==> src/rtl/abs_pkg.sv <==
// Shared types and helpers for the absolute-value pipeline.
// Holds the per-beat operating mode and a max-positive helper that is
// used to build the saturation value for any lane width.
package abs_pkg;

  // Per-beat operating mode carried alongside the data.
  typedef enum logic [1:0] {
    MODE_TWOS   = 2'd0,  // two's-complement magnitude, saturating
    MODE_ONES   = 2'd1,  // one's-complement magnitude (legacy)
    MODE_BYPASS = 2'd2,  // pass the lane through untouched
    MODE_RSVD   = 2'd3   // reserved encoding, treated as MODE_TWOS
  } abs_mode_t;

  // Widest lane the helper below can describe.
  localparam int MAX_WIDTH = 64;

  // Largest positive value representable in a signed field of 'width' bits,
  // returned zero-extended to MAX_WIDTH bits.
  function automatic logic [MAX_WIDTH-1:0] max_pos(input int width);
    return (MAX_WIDTH'(1) << (width - 1)) - MAX_WIDTH'(1);
  endfunction

endpackage

==> src/rtl/abs_lane.sv <==
// Single-lane absolute-value datapath.
// Purely combinational: takes one signed lane and the beat mode and
// produces the magnitude plus a flag when the result had to saturate.
module abs_lane
  import abs_pkg::*;
#(
  parameter int pDATA_WIDTH = 32
) (
  input  logic [pDATA_WIDTH-1:0] x,
  input  abs_mode_t              mode,
  output logic [pDATA_WIDTH-1:0] y,
  output logic                   sat
);

  // Saturation value for this lane width, cut down from the wide helper.
  localparam logic [MAX_WIDTH-1:0]   MAX_POS_WIDE = max_pos(pDATA_WIDTH);
  localparam logic [pDATA_WIDTH-1:0] MAX_POS      = MAX_POS_WIDE[pDATA_WIDTH-1:0];

  logic is_neg;
  logic is_min;

  // The most-negative value is the only one whose negation does not fit.
  assign is_neg = x[pDATA_WIDTH-1];
  assign is_min = is_neg && (x[pDATA_WIDTH-2:0] == '0);

  // Select the lane result according to the beat mode.
  always_comb begin
    // NOTE: defaults first so every path assigns y and sat; otherwise latches are inferred.
    y   = x;
    sat = 1'b0;
    unique case (mode)
      MODE_ONES: begin
        if (is_neg) begin
          y = {1'b0, ~x[pDATA_WIDTH-2:0]};
        end
      end
      MODE_BYPASS: begin
        y = x;
      end
      MODE_TWOS, MODE_RSVD: begin
        if (is_min) begin
          y   = MAX_POS;
          sat = 1'b1;
        end else if (is_neg) begin
          y = -x;
        end
      end
    endcase
  end

endmodule

==> src/rtl/abs_pipe.sv <==
// Two-stage valid/ready pipeline computing per-lane absolute values.
// S1 registers the incoming beat and its mode, the lane array works on S1,
// and S2 holds the finished results that drive the outputs. A saturating
// counter accumulates the number of saturated lanes leaving the block.
module abs_pipe
  import abs_pkg::*;
#(
  parameter int pDATA_WIDTH = 32,
  parameter int pCHANNELS   = 4,
  parameter int pCNT_WIDTH  = 16
) (
  input  logic                             clk,
  input  logic                             rst_n,
  input  abs_mode_t                        mode_i,
  input  logic                             valid_i,
  output logic                             ready_o,
  input  logic [pCHANNELS*pDATA_WIDTH-1:0] data_i,
  output logic                             valid_o,
  input  logic                             ready_i,
  output logic [pCHANNELS*pDATA_WIDTH-1:0] abs_o,
  output logic [pCHANNELS-1:0]             sat_o,
  output logic [pCNT_WIDTH-1:0]            sat_cnt_o,
  input  logic                             sat_clr_i
);

  localparam int BUS_W = pCHANNELS * pDATA_WIDTH;
  // Popcount must hold values 0..pCHANNELS.
  localparam int PC_W  = $clog2(pCHANNELS + 1);
  // Counter plus popcount can never overflow this width.
  localparam int SUM_W = pCNT_WIDTH + PC_W;
  localparam logic [pCNT_WIDTH-1:0] CNT_MAX = '1;

  // Stage 1: captured beat.
  logic             s1_valid;
  logic [BUS_W-1:0] s1_data;
  abs_mode_t        s1_mode;

  // Stage 2 occupancy; its payload is abs_o / sat_o directly.
  logic             s2_valid;

  // Handshake helpers.
  logic             s1_advance;
  logic             in_xfer;
  logic             out_xfer;

  // Lane array results computed from stage 1.
  logic [BUS_W-1:0]     lane_y;
  logic [pCHANNELS-1:0] lane_sat;

  // Counter next-value path.
  logic [PC_W-1:0]       sat_pop;
  logic [SUM_W-1:0]      cnt_sum;
  logic [pCNT_WIDTH-1:0] cnt_next;

  // A stage may move forward when the stage after it is empty or emptying.
  assign s1_advance = !s2_valid || ready_i;
  assign ready_o    = !s1_valid || s1_advance;
  assign valid_o    = s2_valid;
  assign in_xfer    = valid_i && ready_o;
  assign out_xfer   = valid_o && ready_i;

  // One arithmetic lane per channel, all sharing the beat mode.
  for (genvar k = 0; k < pCHANNELS; k++) begin : g_lane
    abs_lane #(
      .pDATA_WIDTH(pDATA_WIDTH)
    ) u_lane (
      .x   (s1_data[k*pDATA_WIDTH +: pDATA_WIDTH]),
      .mode(s1_mode),
      .y   (lane_y[k*pDATA_WIDTH +: pDATA_WIDTH]),
      .sat (lane_sat[k])
    );
  end

  // Stage 1 occupancy: reload whenever the stage can accept a new beat.
  always_ff @(posedge clk or negedge rst_n) begin
    // NOTE: non-blocking assignments keep every register reading pre-edge values.
    if (!rst_n) begin
      s1_valid <= 1'b0;
    end else if (ready_o) begin
      s1_valid <= valid_i;
    end
  end

  // Stage 1 payload: captured only on an accepted input beat.
  always_ff @(posedge clk) begin
    // NOTE: payload needs no reset; s1_valid alone decides whether it is ever used.
    if (in_xfer) begin
      s1_data <= data_i;
      s1_mode <= mode_i;
    end
  end

  // Stage 2: take the computed lane results when stage 1 moves forward.
  always_ff @(posedge clk or negedge rst_n) begin
    if (!rst_n) begin
      s2_valid <= 1'b0;
      abs_o    <= '0;
      sat_o    <= '0;
    end else if (s1_advance) begin
      s2_valid <= s1_valid;
      if (s1_valid) begin
        abs_o <= lane_y;
        sat_o <= lane_sat;
      end
    end
  end

  // Count the saturated lanes in the beat currently presented at the output.
  always_comb begin
    sat_pop = '0;
    for (int k = 0; k < pCHANNELS; k++) begin
      sat_pop = sat_pop + PC_W'(sat_o[k]);
    end
  end

  // Add the popcount to the counter, sticking at all-ones instead of wrapping.
  always_comb begin
    cnt_sum  = SUM_W'(sat_cnt_o) + SUM_W'(sat_pop);
    cnt_next = cnt_sum[pCNT_WIDTH-1:0];
    if (cnt_sum > SUM_W'(CNT_MAX)) begin
      cnt_next = CNT_MAX;
    end
  end

  // Saturation event counter; a clear request overrides a same-cycle transfer.
  always_ff @(posedge clk or negedge rst_n) begin
    if (!rst_n) begin
      sat_cnt_o <= '0;
    end else if (sat_clr_i) begin
      sat_cnt_o <= '0;
    end else if (out_xfer) begin
      sat_cnt_o <= cnt_next;
    end
  end

endmodule

==> config.mk <==
export PLATFORM = sky130hd
export DESIGN_NAME = abs_pipe
export DESIGN_NICKNAME = d
export VERILOG_FILES = /design/src/rtl/abs_pkg.sv /design/src/rtl/abs_lane.sv /design/src/rtl/abs_pipe.sv
export SDC_FILE = /design/constraint.sdc
export NUM_CORES = 1
export LEC_CHECK = 0
export CORE_MARGIN = 5
export CORE_UTILIZATION = 50
export DETAILED_ROUTE_END_ITERATION = 16
export DONT_BUFFER_PORTS = 1
export HOLD_SLACK_MARGIN = 0.03
export SLEW_MARGIN = 20
export SYNTH_ARGS = -nofsm -noshare
export SYNTH_HDL_FRONTEND = slang
export SYNTH_SLANG_ARGS = --single-unit
==> constraint.sdc <==
create_clock -name clk -period 4.6 [get_ports clk]
set_input_delay 0.46 -clock clk [delete_from_list [all_inputs] [get_ports clk]]
set_output_delay 0.46 -clock clk [all_outputs]
set_load 0.005 [all_outputs]
==> key figures, run 1 <==
Die
  – Starting Density: between 50% and 60%
  – Die Width: between 150 and 200 um
  – Core Region: 31720 um2
  – Die footprint: 35980 um2
  – Die span in y: ~190 um
  – Num ports: between 200 and 300
  – Num rows: between 60 and 70

STA
  – Slew HR: about 43%
  – Fmax: roughly 320 MHz
  – Final worst slack: 1468 ps
  – Part of the cycle the worst path needs: between 60% and 70%
  – Max Transition Viols Final: 0
  – Endpoints failing hold: 0
  – Worst hold slack: between 70 and 80 ps
  – RSZ-0062 raised after global routing: no
  – Worst Max-Slew Pin Slew: roughly 860 ps
  – Setup violators final: 0
  – Post-layout min period: around 3100 ps
  – Final setup TNS: 0 ps
  – Setup Skew: between 15 and 20 ps

Yosys
  – Register bit total from synthesis: between 200 and 300
  – Netlist Area Pre-Place: 16150 um2
  – Yosys cell types: 70
  – EDFF count, synth: 130
  – Sequential cell area fraction in the yosys report: 47.43%
  – Post-Syn Nets: about 1.8k
  – Post-synth top flop: dfrtp_1
  – Top cells by area, synth: edfxtp_1 (24%), dfrtp_1 (23%), xnor2_1 (10%)
  – YS warnings: 0
  – Yosys top cell by area: edfxtp_1
  – Syn Inst Count: roughly 1.6k
  – Synth top area share: approximately a quarter
  – Syn_area_per_cell: roughly 10 um2
  – Ys async rst share: between 50 and 60%

CTS
  – Number of buffers created by CTS: 34
  – Depth of the CTS H-tree: 2
  – Clk slew on worst S/H paths: ~60 ps
  – CTS Buffer Depth: 3
  – CTS tree: built
  – Sink Count: 280
  – CTS root buf: clkbuf_16
  – Worst skew pair latency: approximately 520 ps

Detailed routing
  – Via density: approximately 6.4
  – Initial DRC count: approximately 1.1k
  – Router iterations before antenna repair: 5
  – Drt wl/cell: 23.59 um
  – WL final: between 40000 and 50000 um
  – DRT antenna net count: 0
  – DRC Markers: 0
  – Via count: approximately 13k

Setup path
  – CP Class: flip-flop to flip-flop
  – Critical Path Fanout Max: 13
  – Critical path required time: 5060 ps
  – CP max stage delay: roughly 760 ps
  – Reg2reg path depth: 6
  – CP Cell Sequence: or4_1 -> nor3_2 -> a41o_1 -> nor2_1 -> nor3_1 -> a211o_1
  – Crit end category: flip-flop
  – R2R Setup Slk: between 1000 and 1500 ps
  – CP delay by family, top: simple AND/OR/NAND/NOR gates
  – Slowest-stage cell, CP: or4_1
  – Startpoint Class: flip-flop
  – WP data arrival: 3590 ps
  – Critical path buffers and inverters: 0
  – Worst r2r dst: abs_o[61]
  – R2r startpoint: s1_data[42]

Cells and area
  – Finished Cell Area: ~19000 um2
  – Most common cell after layout, fill and taps aside: xnor2_1
  – Final cell count without fillers: 2066
  – Post-layout util: around 59%
  – Multi-input gate area: 7794 um2
  – Synthesis-to-layout area growth: 15.96%
  – Fill cell count: approximately 2.7k
  – Reg area: 7657 um2
  – Fin nets: 1781
  – Most frequent cells in the layout: xnor2_1 (187), dfrtp_1 (150), a21oi_1 (146)
  – Layout cells sized above 1: approximately 6.3%

GRT
  – First-pass GRT wire length: between 70000 and 80000 um
  – Initial antenna violation count: 1
  – Tot GR Track Use: 25.94%
  – Remaining global-route overflow: 0
  – Largest net degree at the start of global routing: 151
  – Number of global-route vias before repair: around 13k

Power and ir drop
  – Total Power: 7.367 mW
  – Power per cell area: about 390 nW/um2
  – Leak: around 6.7 nW
  – Maximum VDD drop: between 0.4 and 0.5 mV

Min path
  – Hold Path Depth: 1
  – Hold Path End: s1_valid
  – Critical hold path startpoint: valid_i
  – Hold Path Class: primary input to flip-flop

Placed design
  – Gp weighted congestion: roughly 0.85
  – DP HPWL: slightly above 30000 um
  – Pre-CTS setup slack: 1450 ps
  – Port Buffers: 0
  – Placed Cells incl. Taps: 1869
  – DP Area: between 15000 and 20000 um2

Run status
  – Outcome: finished clean

Run
  – Max cap viols: 0
-- flip-flops by register name, indices dropped and copies added (netlist names) --
register   cells
valid_o        1
s1_mode        2
abs_o        128
sat_cnt_o     16
s1_valid       1
s1_data      128
sat_o          4
-- final cells by class --
| type | instances | area share (%) |
|---|---|---|
| Inverter | 26 | 0.5213 |
| Clock buffer | 44 | 5.407 |
| Tap cell | 402 | 2.687 |
| Multi-Input combinational cell | 1145 | 41.63 |
| Timing Repair Buffer | 149 | 7.913 |
| Sequential cell | 280 | 40.90 |
| Clock inverter | 18 | 0.9156 |
| Antenna cell | 2 | 0.02673 |
-- layer usage --
metal	routed length, um	GRT usage (%)
met1	20510	34.49
met2	22960	42.42
met3	4122	6.899
met4	1143	6.928
met5	0	0
-- Yosys cell counts, drive strengths merged (25+ instances only) --
library cell  number
nand3             41
buf               26
nor3              30
edfxtp           130
a21oi            146
clkbuf           136
nor2              86
nand2            106
o41ai             32
xnor2            187
inv               26
or4               25
a221oi            29
dfrtp            150
a311oi            26
o21ai             76
a22o              48
o31ai             25
a221o             33
-- cells by family after synthesis --
group	count (synthesis)	synth area share, %
AOI/OAI and AO/OA	513	22.36
and+or+nand+nor	406	12.92
DFF	280	47.43
xor gates and xnor gates	201	10.90
buffers and inverters	188	4.533
muxes	15	0.9454
adders and majority gates	10	0.9144
-- how the worst max path moves through the flow --
stage / start / slack (ps) / end / depth (start not counted)
2_1_floorplan: ready_i / 470 / s1_data[0] / 2
3_3_place_gp: s1_mode[0] / 1500 / abs_o[32] / 6
3_5_place_dp: s1_mode[0] / 1450 / abs_o[96] / 6
4_1_cts: s1_mode[0] / 1450 / abs_o[0] / 6
5_1_grt: s1_data[7] / 1230 / abs_o[27] / 6
6_report: s1_data[42] / 1470 / abs_o[61] / 6
-- where the power goes --
| group | leakage, nW | internal (mW) | switching (mW) | total, mW |
|---|---|---|---|---|
| Sequential | 3.09 | 2.96 | 0.402 | 3.37 |
| Clock | 0.588 | 1.72 | 1.09 | 2.82 |
| Combinational | 3.07 | 0.535 | 0.650 | 1.18 |
-- what timing repair did --
action,in CTS,in global routing
resized for setup,0,0
hold buffers,133,0
endpoints found under the setup margin,0,0
hold endpoints to repair,295,0
setup buffers,0,0
(Power assumes the default switching activity.)
==> run 2: changes to the inputs <==
PLACE_DENSITY = 0.68   (was default)
clock period = 2.65 ns   (was 4.6 ns; I/O delays follow)
==> run 2 against run 1 <==
Critical endpoint is now abs_o[25]. Clock skew rose by 2.2 ps. Sequential power increased by 72%. Fmax up 21%. The flow now finishes with violations (negative hold slack). Largest cell class unchanged. Non-clock buffer count rose by 121. Worst setup slack got worse by 1400 ps. Wire length rose by 2.0%. Combinational power rose by 92%. Cell count rose by 5.7%.
==> key figures, run 2 (synthesis results as in run 1) <==
CTS
  – CTS root buf: clkbuf_16
  – Depth of the CTS H-tree: 1
  – Worst skew pair latency: 580 ps
  – Number of buffers created by CTS: 31
  – Clk slew on worst S/H paths: roughly 60 ps
  – CTS tree: built
  – Sink Count: 280
  – CTS hold repair buffers: about 130
  – CTS Buffer Depth: 3

Detailed routing
  – Met1 Routed Length: between 15000 and 20000 um
  – Top Metal Used: met4
  – WL met2: about 24000 um
  – WL final: around 50000 um
  – Initial DRC count: about 1.2k
  – Via density: about 6.3
  – DRT antenna net count: 0
  – DRC Markers: 0
  – Drt wl/cell: 22.76 um
  – WL met3: roughly 4700 um
  – Via count: about 14k
  – Router iterations before antenna repair: 7

Power and ir drop
  – Leak: between 7 and 8 nW
  – Reg power frac: 45.9%
  – Comb pwr share: between 10% and 20%
  – Power per cell area: 637.0 nW/um2
  – NetSw: 3.641 mW
  – Clock power share: 36.1%
  – Maximum VDD drop: between 0.6 and 0.7 mV
  – Total Power: 12.60 mW
  – Net Sw Frac: between 20 and 30%
  – Int Pwr: around 9.0 mW

GRT
  – Initial antenna violation count: 3
  – Number of global-route vias before repair: about 13k
  – First-pass GRT wire length: 76440 um
  – Largest net degree at the start of global routing: ~150
  – Tot GR Track Use: 26.17%
  – Remaining global-route overflow: 0

Setup path
  – R2r startpoint: s1_data[26]
  – Startpoint Class: flip-flop
  – Crit end category: flip-flop
  – Critical path required time: around 3200 ps
  – Critical Path Fanout Max: 9
  – CP Class: flip-flop to flip-flop
  – WP data arrival: between 3000 and 4000 ps
  – Crit path from: s1_data[26]

Placed design
  – DP HPWL: ~32000 um
  – Placed Cells incl. Taps: ~2.0k
  – Gp weighted congestion: 0.8988
  – DP Area: about 17000 um2
  – Port Buffers: 0

Run status
  – Failing checks: negative hold slack
  – Outcome: finished, violations left

STA
  – Part of the cycle the worst path needs: slightly below 100%
  – Max Transition Viols Final: 0
  – Setup violators final: 0
  – Worst Max-Slew Pin Slew: between 600 and 700 ps
  – Post-layout min period: between 2000 and 3000 ps
  – Fmax: roughly 390 MHz
  – Setup Skew: about 18 ps
  – Worst hold slack: -605.8 ps
  – Final setup TNS: 0 ps
  – Slew HR: between 50% and 60%
  – Endpoints failing hold: 150

Min path
  – Hold Path Class: primary input to async pin

Die
  – Num ports: ~290
  – Starting Density: between 50 and 60%
  – Die footprint: between 30000 and 40000 um2
  – Die span in y: 189.7 um
  – Num rows: 65
  – Core Region: 31720 um2
  – Die Width: 189.7 um

Cells and area
  – Final cell count without fillers: around 2.2k
  – Fin nets: 1899
  – Finished Cell Area: 19790 um2
  – Layout cells sized above 1: 13.60%
  – Fill cell count: 2496
  – Top Registers: abs_o: 128 flops, s1_data: 128 flops, sat_cnt_o: 16 flops
  – Most frequent cells in the layout: xnor2_1 (187), dfrtp_1 (150), a21oi_1 (145)
  – Most common cell after layout, fill and taps aside: xnor2_1
  – Synthesis-to-layout area growth: 22.54%

Run
  – Max cap viols: 0
[run 2: path summary, 6_finish.rpt]
check / endpoint / slack (ps) / cells after the start
worst max-delay path: abs_o[25] / 60 / 6
worst min-delay path: abs_o[7] / -610 / 0
worst max register to register: abs_o[25] / 60 / 6
worst min register to register: abs_o[5] / 520 / 2
max in group asynchronous: abs_o[91] / 3010 / 0
min in group clk: sat_cnt_o[9] / 60 / 3
[run 2: power by group through the flow]
stage	Sequential (mW)	Combinational, mW	Clock (mW)
global placement	5.87	1.96	0
CTS	5.80	2.21	4.62
detailed placement	5.87	2.03	0
floorplan	5.58	1.55	0
global route	5.86	2.47	4.81
finish	5.79	2.26	4.55
[run 2: timing repair]
item	CTS	global route
endpoints found under the setup margin	12	54
gates resized for setup	6	26
endpoints found under the hold margin	298	150
cloned	0	0
pin swaps	2	5
setup buffers	3	9
[run 2: per-layer routing]
metal | vias to the layer above | global-route usage, %
met1 | 6763 | 33.70
met3 | 98 | 7.688
met2 | 589 | 42.91
met4 | 0 | 8.180
met5 | - | 0
li1 | 6354 | -
[run 2: through the flow]
step / hold slack, ps / worst slack [ps] / utilization [%]
after CTS: -646.9 / 14.52 / 61.74
after global routing: -636.8 / -1.339 / 62.38
after floorplan: -30.59 / 19.70 / -
final: -605.8 / 57.40 / 62.38
after global placement: -23.67 / 24.65 / 54.00
after detailed placement: -23.79 / -56.09 / 54.00
[run 2: layout make-up]
type | count | area (um2) | area share (%)
clock buffer | 39 | 815.8 | 4.123
multi-input combinational | 1145 | 7951 | 40.19
inverter | 26 | 97.59 | 0.4933
timing repair buffer | 270 | 2501 | 12.64
antenna | 3 | 7.507 | 0.03794
sequential | 280 | 7657 | 38.70
clock inverter | 19 | 251.5 | 1.271
tap | 402 | 503.0 | 2.542
[run 2: worst max-delay path, stage by stage (launching register included)]
cell and delay, ps:
edfxtp_1 400, or4_1 580, or4_4 470, nor4_4 370, nor2_1 240, a221o_1 360, nand4_1 90
==> run 3: changes to the inputs <==
CORE_UTILIZATION = 45   (was 50)
MAX_ROUTING_LAYER = met4   (was default)
PLACE_DENSITY = default   (was 0.68)
SKIP_CTS_REPAIR_TIMING = 1   (was default)
==> run 3 against run 2 <==
The run still ends with negative hold slack left. Fmax fell by 0.33%. Register-to-register slack barely moved. Non-clock buffer count rose by 23. Combinational power barely moved. Power rose by 1.3%. Sequential power barely moved. Wire length rose by 2.2%. Critical path type unchanged. Critical endpoint is now abs_o[26]. Clock skew fell by 5.8 ps. Clock power rose by 4%. Via count fell by 0.42%. Cell count rose by 3.9%. First-iteration DRC count fell by 19%.
==> key figures, run 3 (synthesis results as in run 1) <==
CTS
  – CTS tree: built
  – Clk slew on worst S/H paths: ~60 ps
  – Worst skew pair latency: between 500 and 600 ps
  – CTS root buf: clkbuf_16
  – CTS Buffer Depth: 3
  – Sink Count: 280
  – Number of buffers created by CTS: 34
  – Depth of the CTS H-tree: 2

Die
  – Starting Density: between 40% and 50%
  – Num ports: ~290
  – Num rows: 69
  – Die footprint: about 40000 um2
  – Core Region: 35480 um2
  – Die span in y: around 200 um
  – Die Width: 199.4 um

Detailed routing
  – Via count: approximately 14k
  – DRT antenna net count: 0
  – DRC Markers: 0
  – Router iterations before antenna repair: 5
  – Drt wl/cell: approximately 22 um
  – Initial DRC count: around 990
  – WL final: around 50000 um
  – Via density: approximately 6.1

STA
  – Slew HR: 50.10%
  – Final setup TNS: 0 ps
  – Setup Skew: between 10 and 15 ps
  – Final worst slack: slightly below 50 ps
  – Worst hold slack: -572.1 ps
  – Setup violators final: 0
  – Post-layout min period: about 2600 ps
  – RSZ-0062 raised after global routing: yes
  – Fmax: 384.4 MHz
  – Max Transition Viols Final: 0
  – Worst Max-Slew Pin Slew: approximately 750 ps
  – Part of the cycle the worst path needs: between 90 and 100%
  – Endpoints failing hold: approximately 170

Power and ir drop
  – Comb pwr share: approximately 18%
  – Total Power: approximately 13 mW
  – Leak: 7.466 nW
  – Maximum VDD drop: 0.6080 mV
  – Int Pwr: slightly above 9 mW
  – Power per cell area: 635.5 nW/um2
  – Clock power share: a little under two fifths
  – NetSw: between 3 and 4 mW
  – Reg power frac: a little under half
  – Net Sw Frac: around 29%

Placed design
  – Gp weighted congestion: between 0.8 and 0.9
  – DP HPWL: between 30000 and 40000 um
  – Placed Cells incl. Taps: roughly 2.1k
  – Pre-CTS setup slack: 34.70 ps
  – Port Buffers: 0
  – DP Area: approximately 17000 um2

GRT
  – Tot GR Track Use: about 25%
  – Remaining global-route overflow: 0
  – Largest net degree at the start of global routing: ~150
  – Number of global-route vias before repair: roughly 13k
  – First-pass GRT wire length: between 70000 and 80000 um
  – Initial antenna violation count: 2

Cells and area
  – Most frequent cells in the layout: xnor2_1 (187), dfrtp_1 (150), a21oi_1 (146), buf_4 (146), dlygate4sd3_1 (132)
  – Layout cells sized above 1: around 15%
  – Synthesis-to-layout area growth: 24.38%
  – Fin nets: 1926
  – Post-layout util: between 50% and 60%
  – Final cell count without fillers: between 2k and 2.5k
  – Most common cell after layout, fill and taps aside: xnor2_1
  – Finished Cell Area: between 20000 and 25000 um2
  – Top Registers: abs_o: 128 flops, s1_data: 128 flops, sat_cnt_o: 16 flops

Setup path
  – Critical Path Fanout Max: 6
  – Crit end category: flip-flop
  – Startpoint Class: flip-flop
  – WP data arrival: between 3000 and 4000 ps
  – CP Class: flip-flop to flip-flop
  – Critical path required time: around 3100 ps

Min path
  – Hold Path Class: primary input to async pin

Run
  – Max cap viols: 0

Run status
  – Outcome: finished, violations left
  – Failing checks: negative hold slack
[run 3: worst max-delay path, stage by stage, from the launching register on]
cell and delay, ps:
edfxtp_1 410, or4_4 570, or3_4 350, buf_12 140, buf_4 140, or3_1 340
o311a_1 290, a21oi_1 130, o22ai_1 100
[run 3: layout make-up]
cell class              count  area, um2
clock inverters            14      121.4
clock buffers              48       1007
well taps                 461      576.8
inverters                  26      97.59
multi-input cells        1146       7934
repair buffers            293       2685
diodes                      1      2.502
flip-flops and latches    280       7657
fillers                  2967      15400
[run 3: worst paths after layout]
kind / start / end / slack, ps / cells after the start
hold / removal: rst_n / sat_cnt_o[12] / -570 / 0
min in group clk: sat_clr_i / sat_cnt_o[9] / -210 / 1
setup reg to reg: s1_data[5] / abs_o[26] / 50 / 8
max in group asynchronous: rst_n / abs_o[73] / 2980 / 0
setup / recovery: s1_data[5] / abs_o[26] / 50 / 8
hold reg to reg: abs_o[88] / abs_o[88] / 520 / 2
[run 3: per-layer routing]
metal / track usage, % / share of wire (%) / vias to the layer above
met5: - / 0 / -
met4: 6.591 / 2.0 / 0
met3: 6.070 / 7.5 / 72
met2: 38.67 / 47 / 471
met1: 33.85 / 43 / 6780
li1: - / - / 6423
[run 3: power groups by stage]
| stage | Sequential (mW) | Clock, mW | Combinational [mW] |
|---|---|---|---|
| finish | 5.77 | 4.72 | 2.28 |
| global route | 5.84 | 4.97 | 2.52 |
| global placement | 5.86 | 0 | 2.05 |
| floorplan | 5.58 | 0 | 1.55 |
| CTS | 5.79 | 4.79 | 2.10 |
| detailed placement | 5.86 | 0 | 2.09 |
